<file path="src/rtl/rmgmt_ext_mac_execute_if.sv">
// Management-unit <-> extension execute handshake bundle.
// The master drives the issue side (instruction, operands, flush) and the
// slave returns busy plus the one-cycle completion and writeback.
interface rmgmt_ext_mac_execute_if #(
  parameter int unsigned WIDTH = 32
);
  logic             start;
  logic [1:0]       funct;
  logic [WIDTH-1:0] rs1_data;
  logic [WIDTH-1:0] rs2_data;
  logic [4:0]       rd_in;
  logic             flush;
  logic             busy;
  logic             done;
  logic             reg_w;
  logic [4:0]       reg_waddr;
  logic [WIDTH-1:0] reg_wdata;
  logic             exception;
  logic [4:0]       ex_cause;

  modport master (
    output start, funct, rs1_data, rs2_data, rd_in, flush,
    input  busy, done, reg_w, reg_waddr, reg_wdata, exception, ex_cause
  );

  modport slave (
    input  start, funct, rs1_data, rs2_data, rd_in, flush,
    output busy, done, reg_w, reg_waddr, reg_wdata, exception, ex_cause
  );
endinterface

</file>
<file path="src/rtl/rmgmt_ext_mac_execute.sv">
// RISC-MGMT extension execute stage: iterative shift-add multiply /
// multiply-accumulate with a private accumulator that survives across
// instructions. Responds with a register writeback, completion or exception.
module rmgmt_ext_mac_execute #(
  parameter int unsigned WIDTH          = 32,
  parameter int unsigned BITS_PER_CYCLE = 1
) (
  input logic                    CLK,
  input logic                    RST,
  rmgmt_ext_mac_execute_if.slave bus
);

  localparam int unsigned   N        = WIDTH / BITS_PER_CYCLE;
  localparam int unsigned   CW       = (N > 1) ? $clog2(N) : 1;
  localparam logic [CW-1:0] CNT_INIT = CW'(N - 1);
  localparam logic [4:0]    CAUSE_ILLEGAL = 5'd2;

  typedef enum logic [1:0] {
    S_IDLE,
    S_COMPUTE,
    S_RESP
  } state_t;

  typedef enum logic [1:0] {
    F_MAC     = 2'b00,
    F_MUL     = 2'b01,
    F_CLRACC  = 2'b10,
    F_ILLEGAL = 2'b11
  } funct_t;

  state_t              state_q;
  funct_t              funct_q;
  logic [WIDTH-1:0]    mcand_q;
  logic [WIDTH-1:0]    mplier_q;
  logic [WIDTH-1:0]    prod_q;
  logic [WIDTH-1:0]    acc_q;
  logic [CW-1:0]       count_q;

  logic                busy_q;
  logic                done_q;
  logic                reg_w_q;
  logic [4:0]          reg_waddr_q;
  logic [WIDTH-1:0]    reg_wdata_q;
  logic                exception_q;
  logic [4:0]          ex_cause_q;

  logic [BITS_PER_CYCLE-1:0] digit_d;
  logic [WIDTH-1:0]          prod_d;

  // One partial-product step: add multiplicand times the low multiplier digit.
  always_comb begin
    digit_d = mplier_q[BITS_PER_CYCLE-1:0];
    prod_d  = prod_q + (mcand_q * WIDTH'(digit_d));
  end

  // Issue / compute / respond sequencer with registered response outputs.
  // The response is formed on entry to RESP so it is visible in RESP; the
  // accumulator commit happens on leaving RESP so a flush there can cancel it.
  always_ff @(posedge CLK) begin
    if (RST) begin
      state_q     <= S_IDLE;
      funct_q     <= F_MAC;
      mcand_q     <= '0;
      mplier_q    <= '0;
      prod_q      <= '0;
      acc_q       <= '0;
      count_q     <= '0;
      busy_q      <= 1'b0;
      done_q      <= 1'b0;
      reg_w_q     <= 1'b0;
      reg_waddr_q <= '0;
      reg_wdata_q <= '0;
      exception_q <= 1'b0;
      ex_cause_q  <= '0;
    end else begin
      case (state_q)
        S_IDLE: begin
          done_q      <= 1'b0;
          reg_w_q     <= 1'b0;
          exception_q <= 1'b0;
          if (bus.start && !bus.flush) begin
            funct_q     <= funct_t'(bus.funct);
            mcand_q     <= bus.rs1_data;
            mplier_q    <= bus.rs2_data;
            prod_q      <= '0;
            count_q     <= CNT_INIT;
            reg_waddr_q <= bus.rd_in;
            ex_cause_q  <= '0;
            busy_q      <= 1'b1;
            case (funct_t'(bus.funct))
              F_MAC, F_MUL: state_q <= S_COMPUTE;
              F_CLRACC: begin
                state_q     <= S_RESP;
                done_q      <= 1'b1;
                reg_w_q     <= 1'b1;
                reg_wdata_q <= '0;
              end
              F_ILLEGAL: begin
                state_q     <= S_RESP;
                done_q      <= 1'b1;
                exception_q <= 1'b1;
                ex_cause_q  <= CAUSE_ILLEGAL;
              end
            endcase
          end
        end

        S_COMPUTE: begin
          if (bus.flush) begin
            state_q <= S_IDLE;
            busy_q  <= 1'b0;
          end else begin
            prod_q   <= prod_d;
            mcand_q  <= mcand_q << BITS_PER_CYCLE;
            mplier_q <= mplier_q >> BITS_PER_CYCLE;
            if (count_q == '0) begin
              state_q     <= S_RESP;
              done_q      <= 1'b1;
              reg_w_q     <= 1'b1;
              reg_wdata_q <= (funct_q == F_MAC) ? (acc_q + prod_d) : prod_d;
            end else begin
              count_q <= count_q - 1'b1;
            end
          end
        end

        S_RESP: begin
          state_q     <= S_IDLE;
          busy_q      <= 1'b0;
          done_q      <= 1'b0;
          reg_w_q     <= 1'b0;
          exception_q <= 1'b0;
          if (!bus.flush) begin
            if (funct_q == F_MAC) begin
              acc_q <= reg_wdata_q;
            end else if (funct_q == F_CLRACC) begin
              acc_q <= '0;
            end
          end
        end

        default: begin
          state_q <= S_IDLE;
          busy_q  <= 1'b0;
        end
      endcase
    end
  end

  assign bus.busy      = busy_q;
  assign bus.done      = done_q & ~bus.flush;
  assign bus.reg_w     = reg_w_q & ~bus.flush;
  assign bus.exception = exception_q & ~bus.flush;
  assign bus.reg_waddr = reg_waddr_q;
  assign bus.reg_wdata = reg_wdata_q;
  assign bus.ex_cause  = ex_cause_q;

endmodule

</file>
<file path="src/flat_wrapper.sv">
// flat-port wrapper written by rule: the top's interface ports become plain ports
module rmgmt_ext_mac_execute_flat 
#(
  parameter int unsigned WIDTH          = 32,
  parameter int unsigned BITS_PER_CYCLE = 1
)
  (CLK, RST, bus_start, bus_funct, bus_rs1_data, bus_rs2_data, bus_rd_in, bus_flush, bus_busy, bus_done, bus_reg_w, bus_reg_waddr, bus_reg_wdata, bus_exception, bus_ex_cause);
  rmgmt_ext_mac_execute_if #(.WIDTH(WIDTH)) bus_i ();
  input logic CLK;
  input logic RST;
  input wire logic [$bits(bus_i.start)-1:0] bus_start;
  input wire logic [$bits(bus_i.funct)-1:0] bus_funct;
  input wire logic [$bits(bus_i.rs1_data)-1:0] bus_rs1_data;
  input wire logic [$bits(bus_i.rs2_data)-1:0] bus_rs2_data;
  input wire logic [$bits(bus_i.rd_in)-1:0] bus_rd_in;
  input wire logic [$bits(bus_i.flush)-1:0] bus_flush;
  output wire logic [$bits(bus_i.busy)-1:0] bus_busy;
  output wire logic [$bits(bus_i.done)-1:0] bus_done;
  output wire logic [$bits(bus_i.reg_w)-1:0] bus_reg_w;
  output wire logic [$bits(bus_i.reg_waddr)-1:0] bus_reg_waddr;
  output wire logic [$bits(bus_i.reg_wdata)-1:0] bus_reg_wdata;
  output wire logic [$bits(bus_i.exception)-1:0] bus_exception;
  output wire logic [$bits(bus_i.ex_cause)-1:0] bus_ex_cause;
  assign bus_i.start = bus_start;
  assign bus_i.funct = bus_funct;
  assign bus_i.rs1_data = bus_rs1_data;
  assign bus_i.rs2_data = bus_rs2_data;
  assign bus_i.rd_in = bus_rd_in;
  assign bus_i.flush = bus_flush;
  assign bus_busy = bus_i.busy;
  assign bus_done = bus_i.done;
  assign bus_reg_w = bus_i.reg_w;
  assign bus_reg_waddr = bus_i.reg_waddr;
  assign bus_reg_wdata = bus_i.reg_wdata;
  assign bus_exception = bus_i.exception;
  assign bus_ex_cause = bus_i.ex_cause;
  rmgmt_ext_mac_execute #(.WIDTH(WIDTH), .BITS_PER_CYCLE(BITS_PER_CYCLE)) u_core (.CLK(CLK), .RST(RST), .bus(bus_i));
endmodule
</file>
<file path="config.mk">
export PLATFORM = sky130hd
export DESIGN_NAME = rmgmt_ext_mac_execute_flat
export DESIGN_NICKNAME = d
export VERILOG_FILES = /design/src/rtl/rmgmt_ext_mac_execute_if.sv /design/src/rtl/rmgmt_ext_mac_execute.sv /design/src/flat_wrapper.sv
export SDC_FILE = /design/constraint.sdc
export NUM_CORES = 1
export LEC_CHECK = 0
export CAP_MARGIN = 20
export CORE_UTILIZATION = 58
export CTS_CLUSTER_DIAMETER = 80
export DETAILED_ROUTE_END_ITERATION = 12
export DONT_BUFFER_PORTS = 1
export HOLD_SLACK_MARGIN = 0.06
export PLACE_DENSITY = 0.76
export SYNTH_ARGS = -nofsm -noshare
export SYNTH_HDL_FRONTEND = slang
export SYNTH_SLANG_ARGS = --single-unit
export TNS_END_PERCENT = 1
</file>
<file path="constraint.sdc">
create_clock -name CLK -period 4.6 [get_ports CLK]
set_clock_uncertainty 0.2 [all_clocks]
set_input_delay 0.92 -clock CLK [delete_from_list [all_inputs] [get_ports CLK]]
set_output_delay 0.92 -clock CLK [all_outputs]
set_load 0.01 [all_outputs]
</file>
==> flow_metrics.py, run 1 <==
metrics = {
    "clock_network": {
        "clkTransAtPathRegs_ps": 70,
        "cts_buffers": 17,
        "hold_buffers": 0,
        "root_buffer": "clkbuf_16",
        "cts_max_level": 4,
        "clock_sink_count": 179,
        "cts_tree": "yes",
        "cts_buffer_depth": 2,
        "clk_latency_ps": 440,
    },
    "setup_path": {
        "rr_startpoint": "u_core.mplier_q[0]",
        "arrival_ps": 4860,
        "r2r_cells": 24,
        "path_class": "reg -> reg",
        "crit_fanout": 7,
        "worst_setup_path_start_kind": "flop",
        "rr_endpoint": "u_core.bus.reg_wdata[27]",
        "ff2ff_setup_slack_ps": -130,
        "crit_start": "u_core.mplier_q[0]",
        "cp-end-kind": "flop",
        "required_ps": 4730,
        "crit_end": "u_core.bus.reg_wdata[27]",
    },
    "sta": {
        "setup_slack_ps": -128,
        "fin_crit_ps": 4730,
        "finalCritPeriodShare_pct": 103,
        "hold_viol": 0,
        "setup_viol": 6,
        "hold_slack_ps": 264,
        "rsz0062_at_grt": "true",
        "relSlewSlack_pct": 28.5,
        "max_freq_mhz": 212,
        "tns_ps": -389,
        "slew_violations": 0,
        "tightest_slew_ps": 1070,
    },
    "final_layout": {
        "syn2layout_area_growth_pct": 17.8,
        "n_fill_cell": 1409,
        "diodes": 0,
        "fin_nets": 1528,
        "drive_above_1_share_pct": 17.8,
        "fin_util_pct": 70.2,
    },
    "route": {
        "drtIter0Drc": 774,
        "dr.pass1.iters": 9,
        "drc": 6,
        "postRouteAntennaNets": 0,
        "wl_per_cell_um": 17.7,
        "vias": 9907,
        "detail_route.vias_per_cell": 6.10,
        "drt_wl_total_um": 28700,
    },
    "run_status": {
        "violations": "DRC, setup timing",
        "status": "complete, but fails checks",
    },
    "logic_synthesis": {
        "ys_seq_elements": 179,
        "ys_seq_area_share_pct": 33.3,
        "synth_cell_types": 66,
        "synth-edff-count": 0,
        "syn-cell-area_um2": 10800,
        "async_flop_share_pct": 0,
        "synth.avg_cell_area_um2": 8.27,
        "yosysTopAreaCellShare_pct": 33.3,
        "syn_inst": 1302,
        "synthFlopType": "dfxtp_1",
        "ys_warn_count": 0,
        "yosys-top-cells-area": "dfxtp_1 33%, ha_1 8.1%, nor2_1 6.3%, mux2i_1 6.2%, a211oi_1 5.1%",
        "synth_largest_area_cell": "dfxtp_1",
    },
    "worst_hold_path": {
        "hp-class": "reg -> reg",
        "min_path_cells": 2,
    },
    "global_routing": {
        "grt_pass1_vias": 9011,
        "gr-total-overflow": 0,
        "antenna_found_initial": 0,
        "grtUsageTotal_pct": 29.7,
        "grt_pass1_wl_um": 46000,
        "grt_max_degree": 161,
    },
    "place": {
        "place_congestion": 0.919,
        "hpwlAfterDp_um": 20400,
        "portBuffers": 0,
    },
    "pwr": {
        "vdd_drop_max_v": 0.000342,
        "p_per_area_nw_per_um2": 280,
        "leakage_uw": 0.00506,
    },
    "floorplanning": {
        "start_util_pct": 59.6,
        "die-height_um": 138,
        "dieArea_um2": 19100,
        "num_rows": 49,
        "coreArea_um2": 18100,
        "io-pin-count": 121,
        "die_x_um": 138,
    },
    "flow_run": {
        "max_cap_violations": 0,
    },
}
==> cells by family (layout without fill, tap and decap cells) <==
family | Yosys count | count (layout) | synth area share, %
buf+inv | 123 | 212 | 4.70
flops | 179 | 179 | 33.3
other cells | 1 | 4 | 0.0348
fa+ha+maj | 72 | 72 | 8.50
mux | 69 | 69 | 6.44
simple gates | 401 | 401 | 16.9
compound gates | 400 | 400 | 25.5
xor+xnor | 57 | 57 | 4.63
==> metal layers <==
metal | track usage, % | wire length [µm] | part of all wire (%) | vias up
met3 | 8.56 | 2580 | 9.0 | 34
met1 | 41.5 | 13400 | 47 | 4687
met2 | 44.6 | 12200 | 43 | 337
li1 | - | - | - | 4849
met4 | 8.04 | 460 | 1.6 | 0
met5 | 0 | 0 | 0 | -
==> where the power goes <==
| part | total (µW) | leakage, µW | internal [µW] | switching [µW] |
|---|---|---|---|---|
| clock | 1480 | 0.000291 | 825 | 653 |
| combinational | 407 | 0.00332 | 165 | 242 |
| sequential | 1660 | 0.00146 | 1620 | 47.9 |
| total | 3550 | 0.00506 | 2610 | 942 |
==> cell usage after synthesis (all sizes together), types with 17 or more instances <==
| cell type | number |
|---|---|
| a21o | 24 |
| o21ai | 59 |
| xnor2 | 36 |
| xor2 | 21 |
| nor2 | 181 |
| mux2i | 67 |
| nand3 | 25 |
| and2 | 35 |
| clkbuf | 74 |
| dfxtp | 179 |
| ha | 70 |
| a211oi | 76 |
| nand2 | 85 |
| a21oi | 93 |
| a22oi | 71 |
| buf | 17 |
| inv | 32 |
==> worst max-delay path: stages (launching register included) <==
cell	delay, ps
dfxtp_4	390
buf_4	110
nand2_1	50
buf_4	140
fa_2	360
nor2b_1	120
o21a_1	160
o21ai_2	90
a21oi_2	170
o21ai_2	90
a21oi_2	150
o21a_1	140
nor2_1	40
xnor2_1	230
ha_1	330
nand4_1	230
nor4_4	80
a2111oi_4	480
o21ai_2	110
a21oi_2	220
buf_4	150
o21bai_1	70
xnor2_1	160
nor3_1	70
a221o_1	270
==> timing repair <==
item,4_1_cts,5_1_grt
setup endpoints to repair,12,19
setup buffers,10,3
pin swaps,33,33
gates resized for setup,32,28
gates cloned,0,0
==> final cells by class <==
cell class	instances	area (µm²)	area share, %
Tap cell	229	287	2.26
Inverter	32	120	0.946
Multi-Input combinational cell	1003	6990	55.0
Clock inverter	13	146	1.15
Clock buffer	19	443	3.49
Sequential cell	179	3590	28.3
Timing Repair Buffer	148	1120	8.86
==> sequential cells by signal, indices dropped and copies added, names as in the netlist, 5 cells and up <==
register and flops:
u_core.acc_q 32, u_core.bus.reg_waddr 5, u_core.bus.reg_wdata 32, u_core.count_q 5
u_core.mcand_q 32, u_core.mplier_q 32, u_core.prod_q 32
==> stage by stage <==
stage / cell area, µm² / setup slack [ps] / power (µW) / cells
final: 12700 / -128 / 3550 / 1623
after global routing: 12700 / -304 / 3670 / 1623
after CTS: 12600 / -64.1 / 3560 / 1620
after detailed placement: 11800 / -286 / 2090 / 1579
after global placement: 11800 / -110 / 2070 / 1579
after floorplan: 10800 / -8.16 / 2000 / 1305
==> layout by cell type (no fill, tap or decap), drive strengths merged, types with 16 or more instances in the layout <==
cell / n
a211oi: 76
a21o: 24
a21oi: 93
a22oi: 71
and2: 35
buf: 148
clkbuf: 19
dfxtp: 179
ha: 70
inv: 38
mux2i: 67
nand2: 85
nand3: 25
nor2: 181
nor2b: 16
o21ai: 59
xnor2: 36
xor2: 21
==> worst min path at each step <==
stage                      start                 to
6_report       u_core.prod_q[24]  u_core.prod_q[24]
5_1_grt        u_core.prod_q[24]  u_core.prod_q[24]
4_1_cts        u_core.prod_q[24]  u_core.prod_q[24]
3_5_place_dp   u_core.prod_q[24]  u_core.prod_q[24]
3_3_place_gp   u_core.prod_q[24]  u_core.prod_q[24]
2_1_floorplan   u_core.prod_q[0]   u_core.prod_q[0]
Power figures use the tool's default switching activity.
==> inputs of run 2 (changes only) <==
- CORE_MARGIN: unset -> 2
==> run 2 against run 1 <==
Compared with the run above: the flow finishes with violations (setup timing); sequential power is essentially flat; first-iteration DRC count shrank 4.3%; power rose by 3.0%; clock power is 7% higher; sequential share of layout area down 0.65 points; cell area up 2.4%; global-route usage down 0.46 points; register-to-register slack about the same; maximum frequency is essentially flat; critical endpoint unchanged; largest cell class unchanged; highest routed layer unchanged.
==> flow_metrics.py, run 2 (synthesis gave the netlist of run 1 again) <==
metrics = {
    "setup_path": {
        "cpMostUsedCell": "a21oi_2",
        "critical-path-top-delay-family": "compound AO/OA/AOI/OAI gates",
        "required_ps": 4720,
        "max_stage_delay_ps": 370,
        "cp_slowest_cell": "dfxtp_4",
        "worst_setup_path_start_kind": "flop",
        "crit_fanout": 6,
        "arrival_ps": 4850,
        "cp-end-kind": "flop",
        "path_class": "reg -> reg",
        "worst-path-buf-inv": 3,
    },
    "global_routing": {
        "grt_max_degree": 161,
        "grtUsageMet2_pct": 44.0,
        "grtUsageTotal_pct": 29.2,
        "grt_pass1_vias": 9307,
        "gr-total-overflow": 0,
        "antenna_found_initial": 0,
        "grt_pass1_wl_um": 46900,
        "met1_usage_pct": 41.5,
        "met3_usage_pct": 7.76,
        "busiest_layer": "met2",
    },
    "final_layout": {
        "diodes": 0,
        "drive_above_1_share_pct": 20.4,
        "n_fill_cell": 1338,
        "syn2layout_area_growth_pct": 20.6,
        "fin_nets": 1530,
        "layout_common_cells": "178 x nor2_1, 178 x dfxtp_1, 146 x buf_4",
    },
    "floorplanning": {
        "io-pin-count": 121,
        "start_util_pct": 59.6,
        "dieArea_um2": 19700,
        "num_rows": 49,
        "die-height_um": 140,
        "die_x_um": 140,
        "coreArea_um2": 18100,
    },
    "sta": {
        "setup_viol": 4,
        "finalCritPeriodShare_pct": 103,
        "max_freq_mhz": 211,
        "hold_slack_ps": 261,
        "setup_slack_ps": -132,
        "tns_ps": -348,
        "slew_violations": 0,
        "tightest_slew_ps": 1070,
        "hold_viol": 0,
        "rsz0062_at_grt": "true",
        "relSlewSlack_pct": 28.6,
        "fin_crit_ps": 4730,
    },
    "run_status": {
        "status": "complete, but fails checks",
        "violations": "setup timing",
    },
    "pwr": {
        "p_per_area_nw_per_um2": 281,
        "leakage_uw": 0.00514,
        "vdd_drop_max_v": 0.000330,
    },
    "route": {
        "drtIter0Drc": 741,
        "vias": 9957,
        "dr.pass1.iters": 5,
        "wl_per_cell_um": 18.3,
        "postRouteAntennaNets": 0,
        "detail_route.vias_per_cell": 6.13,
        "drc": 0,
        "drt_wl_total_um": 29800,
    },
    "clock_network": {
        "cts_buffer_depth": 2,
        "cts_max_level": 4,
        "clk_latency_ps": 440,
        "cts_buffers": 17,
        "clkTransAtPathRegs_ps": 70,
        "cts_tree": "yes",
        "root_buffer": "clkbuf_16",
        "clock_sink_count": 179,
    },
    "flow_run": {
        "max_cap_violations": 0,
    },
    "place": {
        "hpwlAfterDp_um": 20500,
        "portBuffers": 0,
        "place_congestion": 0.998,
    },
    "worst_hold_path": {
        "hp-class": "reg -> reg",
    },
}
-- run 2: cell count changes in the layout (fill, tap and decap cells not counted), sizes merged --
cell | previous run | this run
inv | 38 | 37
clkinv | 4 | 3
bufinv | 2 | 4
buf | 148 | 150
-- run 2: power breakdown --
part | internal [µW] | total (µW) | switching (µW)
combinational | 167 | 413 | 246
sequential | 1620 | 1660 | 48.1
clock | 934 | 1580 | 644
-- run 2: tightest hold or removal path, delay by kind of cell, from the launching register on --
family | cells | cell delay [ps]
AND/OR/NAND/NOR | 1 | 50
flip-flops | 1 | 320
AO/OA/AOI/OAI | 1 | 50
-- run 2: path summary, 6_finish.rpt --
check,from,to,slack (ps),cells after the start
max reg2reg,u_core.mplier_q[0],u_core.bus.reg_wdata[27],-130,25
min,u_core.prod_q[0],u_core.prod_q[0],260,2
min reg2reg,u_core.prod_q[0],u_core.prod_q[0],260,2
max,u_core.mplier_q[0],u_core.bus.reg_wdata[27],-130,25
-- run 2: repair_timing --
item                                    4_1_cts  5_1_grt
resized for setup                            25       71
pin swaps                                    18       60
hold buffers                                  0        0
buffers inserted                              6        7
endpoints found under the setup margin        8       18
hold endpoints to repair                      0        0
-- run 2: per-stage QoR --
stage               worst slack (ps)  util (%)  area [µm²]  power (µW)  std cells
floorplan                      -8.16         -       10800        2000       1305
global placement               -41.3      65.0       11800        2070       1579
detailed placement              -165      65.0       11800        2090       1579
CTS                            -11.9      69.3       12500        3660       1617
global route                    -330      71.8       13000        3780       1625
finish                          -132      71.8       13000        3650       1625
-- run 2: layout make-up --
| class | instances | area (µm²) | area share (%) |
|---|---|---|---|
| well taps | 229 | 287 | 2.21 |
| clock inverters | 13 | 194 | 1.49 |
| repair buffers | 150 | 1150 | 8.83 |
| inverters | 32 | 120 | 0.924 |
| multi-input cells | 1003 | 7210 | 55.5 |
| clock buffers | 19 | 443 | 3.41 |
| flip-flops and latches | 179 | 3590 | 27.6 |
-- run 2: routing by layer --
metal | routed length [µm] | vias to the layer above
li1 | - | 4859
met1 | 13700 | 4692
met2 | 13100 | 359
met3 | 2380 | 47
met4 | 617 | 0
met5 | 0 | -
==> inputs of run 3 (changes only) <==
- CTS_CLUSTER_DIAMETER: 80 -> unset
- REMOVE_ABC_BUFFERS: unset -> 1
==> run 3 against run 2 <==
Compared with the run above: the run still ends with setup timing left; sequential power is essentially flat; cell count up 1.5%; critical path depth is the same; critical path type unchanged; largest cell class unchanged; highest routed layer unchanged.
==> flow_metrics.py, run 3 (synthesis gave the netlist of run 1 again) <==
metrics = {
    "flow_run": {
        "max_cap_violations": 0,
    },
    "final_layout": {
        "instances_no_fill": 1650,
        "fin_nets": 1555,
        "layout_common_cells": "180 x nor2_1, 177 x dfxtp_1, 174 x buf_4",
        "fin_area_um2": 12900,
        "syn2layout_area_growth_pct": 20.1,
        "n_fill_cell": 1407,
        "final_common_cell": "nor2_1",
        "diodes": 0,
        "drive_above_1_share_pct": 19.7,
        "fin_util_pct": 71.5,
    },
    "place": {
        "portBuffers": 0,
        "post-place-ws_ps": -286,
        "place_congestion": 0.918,
        "hpwlAfterDp_um": 21000,
        "post_dp_cell_area_um2": 11900,
        "placed_cells": 1607,
    },
    "clock_network": {
        "clkTransAtPathRegs_ps": 70,
        "cts_max_level": 4,
        "clock_sink_count": 179,
        "cts_buffers": 17,
        "cts_buffer_depth": 2,
        "cts_tree": "yes",
        "root_buffer": "clkbuf_16",
        "clk_latency_ps": 430,
        "hold_buffers": 0,
    },
    "route": {
        "drc": 0,
        "detail_route.vias_per_cell": 6.08,
        "dr.pass1.iters": 6,
        "wl_per_cell_um": 18.0,
        "drt_wl_total_um": 29600,
        "drtIter0Drc": 864,
        "vias": 10000,
        "postRouteAntennaNets": 0,
    },
    "setup_path": {
        "required_ps": 4720,
        "crit_fanout": 4,
        "r2r_cells": 25,
        "crit_start": "u_core.mplier_q[0]",
        "rr_startpoint": "u_core.mplier_q[0]",
        "path_class": "reg -> reg",
        "cp-end-kind": "flop",
        "crit_end": "u_core.bus.reg_wdata[31]",
        "rr_endpoint": "u_core.bus.reg_wdata[31]",
        "ff2ff_setup_slack_ps": -100,
        "arrival_ps": 4820,
        "worst_setup_path_start_kind": "flop",
    },
    "floorplanning": {
        "io-pin-count": 121,
        "num_rows": 49,
        "die-height_um": 140,
        "dieArea_um2": 19700,
        "start_util_pct": 59.6,
        "coreArea_um2": 18100,
        "die_x_um": 140,
    },
    "sta": {
        "tightest_slew_ps": 1010,
        "rsz0062_at_grt": "true",
        "max_freq_mhz": 213,
        "fin_crit_ps": 4700,
        "setup_slack_ps": -97.1,
        "setup_viol": 6,
        "hold_viol": 0,
        "slew_violations": 0,
        "relSlewSlack_pct": 32.9,
        "finalCritPeriodShare_pct": 102,
    },
    "pwr": {
        "switching_share_pct": 27.6,
        "vdd_drop_max_v": 0.000254,
        "seq_power_share_pct": 47.3,
        "leakage_uw": 0.00527,
        "p_per_area_nw_per_um2": 272,
        "p_switching_uw": 970,
        "clkPwrFrac_pct": 40.9,
        "p_comb_share_pct": 11.8,
        "p_int_uw": 2540,
    },
    "run_status": {
        "violations": "setup timing",
        "status": "complete, but fails checks",
    },
    "global_routing": {
        "grt_max_degree": 161,
        "antenna_found_initial": 0,
        "grt_pass1_vias": 9467,
        "grt_pass1_wl_um": 48600,
        "grtUsageTotal_pct": 30.3,
        "gr-total-overflow": 0,
    },
    "worst_hold_path": {
        "hp-class": "reg -> reg",
    },
}
## run 3: cell types whose count changed in the layout (fill, tap and decap cells not counted), moves of 3 or more
cell	before	now
buf_4	146	174
ha_4	11	5
bufinv_16	4	1
a21oi_2	23	16
o21ai_0	44	39
a21oi_1	69	76
o21ai_1	7	15
ha_1	56	63
## run 3: how the worst min path moves through the flow
| stage | cells past startpoint | slack (ps) | from | end |
|---|---|---|---|---|
| 2_1_floorplan | 2 | 230 | u_core.prod_q[0] | u_core.prod_q[0] |
| 3_3_place_gp | 2 | 240 | u_core.prod_q[24] | u_core.prod_q[24] |
| 3_5_place_dp | 2 | 250 | u_core.prod_q[24] | u_core.prod_q[24] |
| 4_1_cts | 2 | 270 | u_core.prod_q[24] | u_core.prod_q[24] |
| 5_1_grt | 2 | 280 | u_core.prod_q[24] | u_core.prod_q[24] |
| 6_report | 2 | 270 | u_core.prod_q[24] | u_core.prod_q[24] |
## run 3: layout make-up
class | instances | area, µm² | area share, %
Clock buffer | 18 | 429 | 3.32
Clock inverter | 14 | 145 | 1.12
Inverter | 32 | 120 | 0.928
Multi-Input combinational cell | 1003 | 7050 | 54.5
Sequential cell | 179 | 3590 | 27.7
Tap cell | 229 | 287 | 2.21
Timing Repair Buffer | 175 | 1320 | 10.2
## run 3: power by group through the flow
stage          Sequential (µW)  Clock [µW]  Combinational [µW]
5_1_grt                   1670        1520                 458
3_3_place_gp              1690           0                 386
2_1_floorplan             1690           0                 287
4_1_cts                   1660        1460                 406
3_5_place_dp              1700           0                 398
6_report                  1660        1440                 414
## run 3: per-layer routing
layer / vias up / track usage, % / wire length [µm] / part of all wire, %
li1: 4923 / - / - / -
met1: 4723 / 43.8 / 14200 / 48
met2: 356 / 47.2 / 13200 / 45
met3: 34 / 5.40 / 1850 / 6.2
met4: 0 / 6.80 / 361 / 1.2
met5: - / 0 / 0 / 0
## run 3: worst max-delay path: stages, from the launching register on
cell and delay, ps:
dfxtp_2 350, and2_4 150, ha_4 120, inv_1 50, fa_2 340, nor2b_1 120
o21a_1 160, o21ai_2 90, buf_4 150, a211oi_4 210, buf_4 160, o2111ai_4 130
a32oi_2 240, buf_4 170, xor2_4 200, ha_4 250, a21oi_4 150, o211ai_1 130
a21oi_1 190, o21ai_2 80, a21oi_2 210, nor4b_4 70, or3_1 370, nand3_1 100
xnor2_1 120, o21ai_1 80
## run 3: repair_timing
action / 4_1_cts / 5_1_grt
buffers inserted: 8 / 3
resized for setup: 47 / 32
setup endpoints to repair: 10 / 18
pin swaps: 39 / 20
gates cloned: 1 / 0
## run 3: through the flow
stage | hold slack, ps | power [µW] | TNS (ps)
after floorplan | 230 | 1970 | -331770
after global placement | 238 | 2080 | -821
after detailed placement | 251 | 2090 | -1820
after CTS | 266 | 3520 | -40.6
after global routing | 279 | 3650 | -2330
final | 272 | 3510 | -268
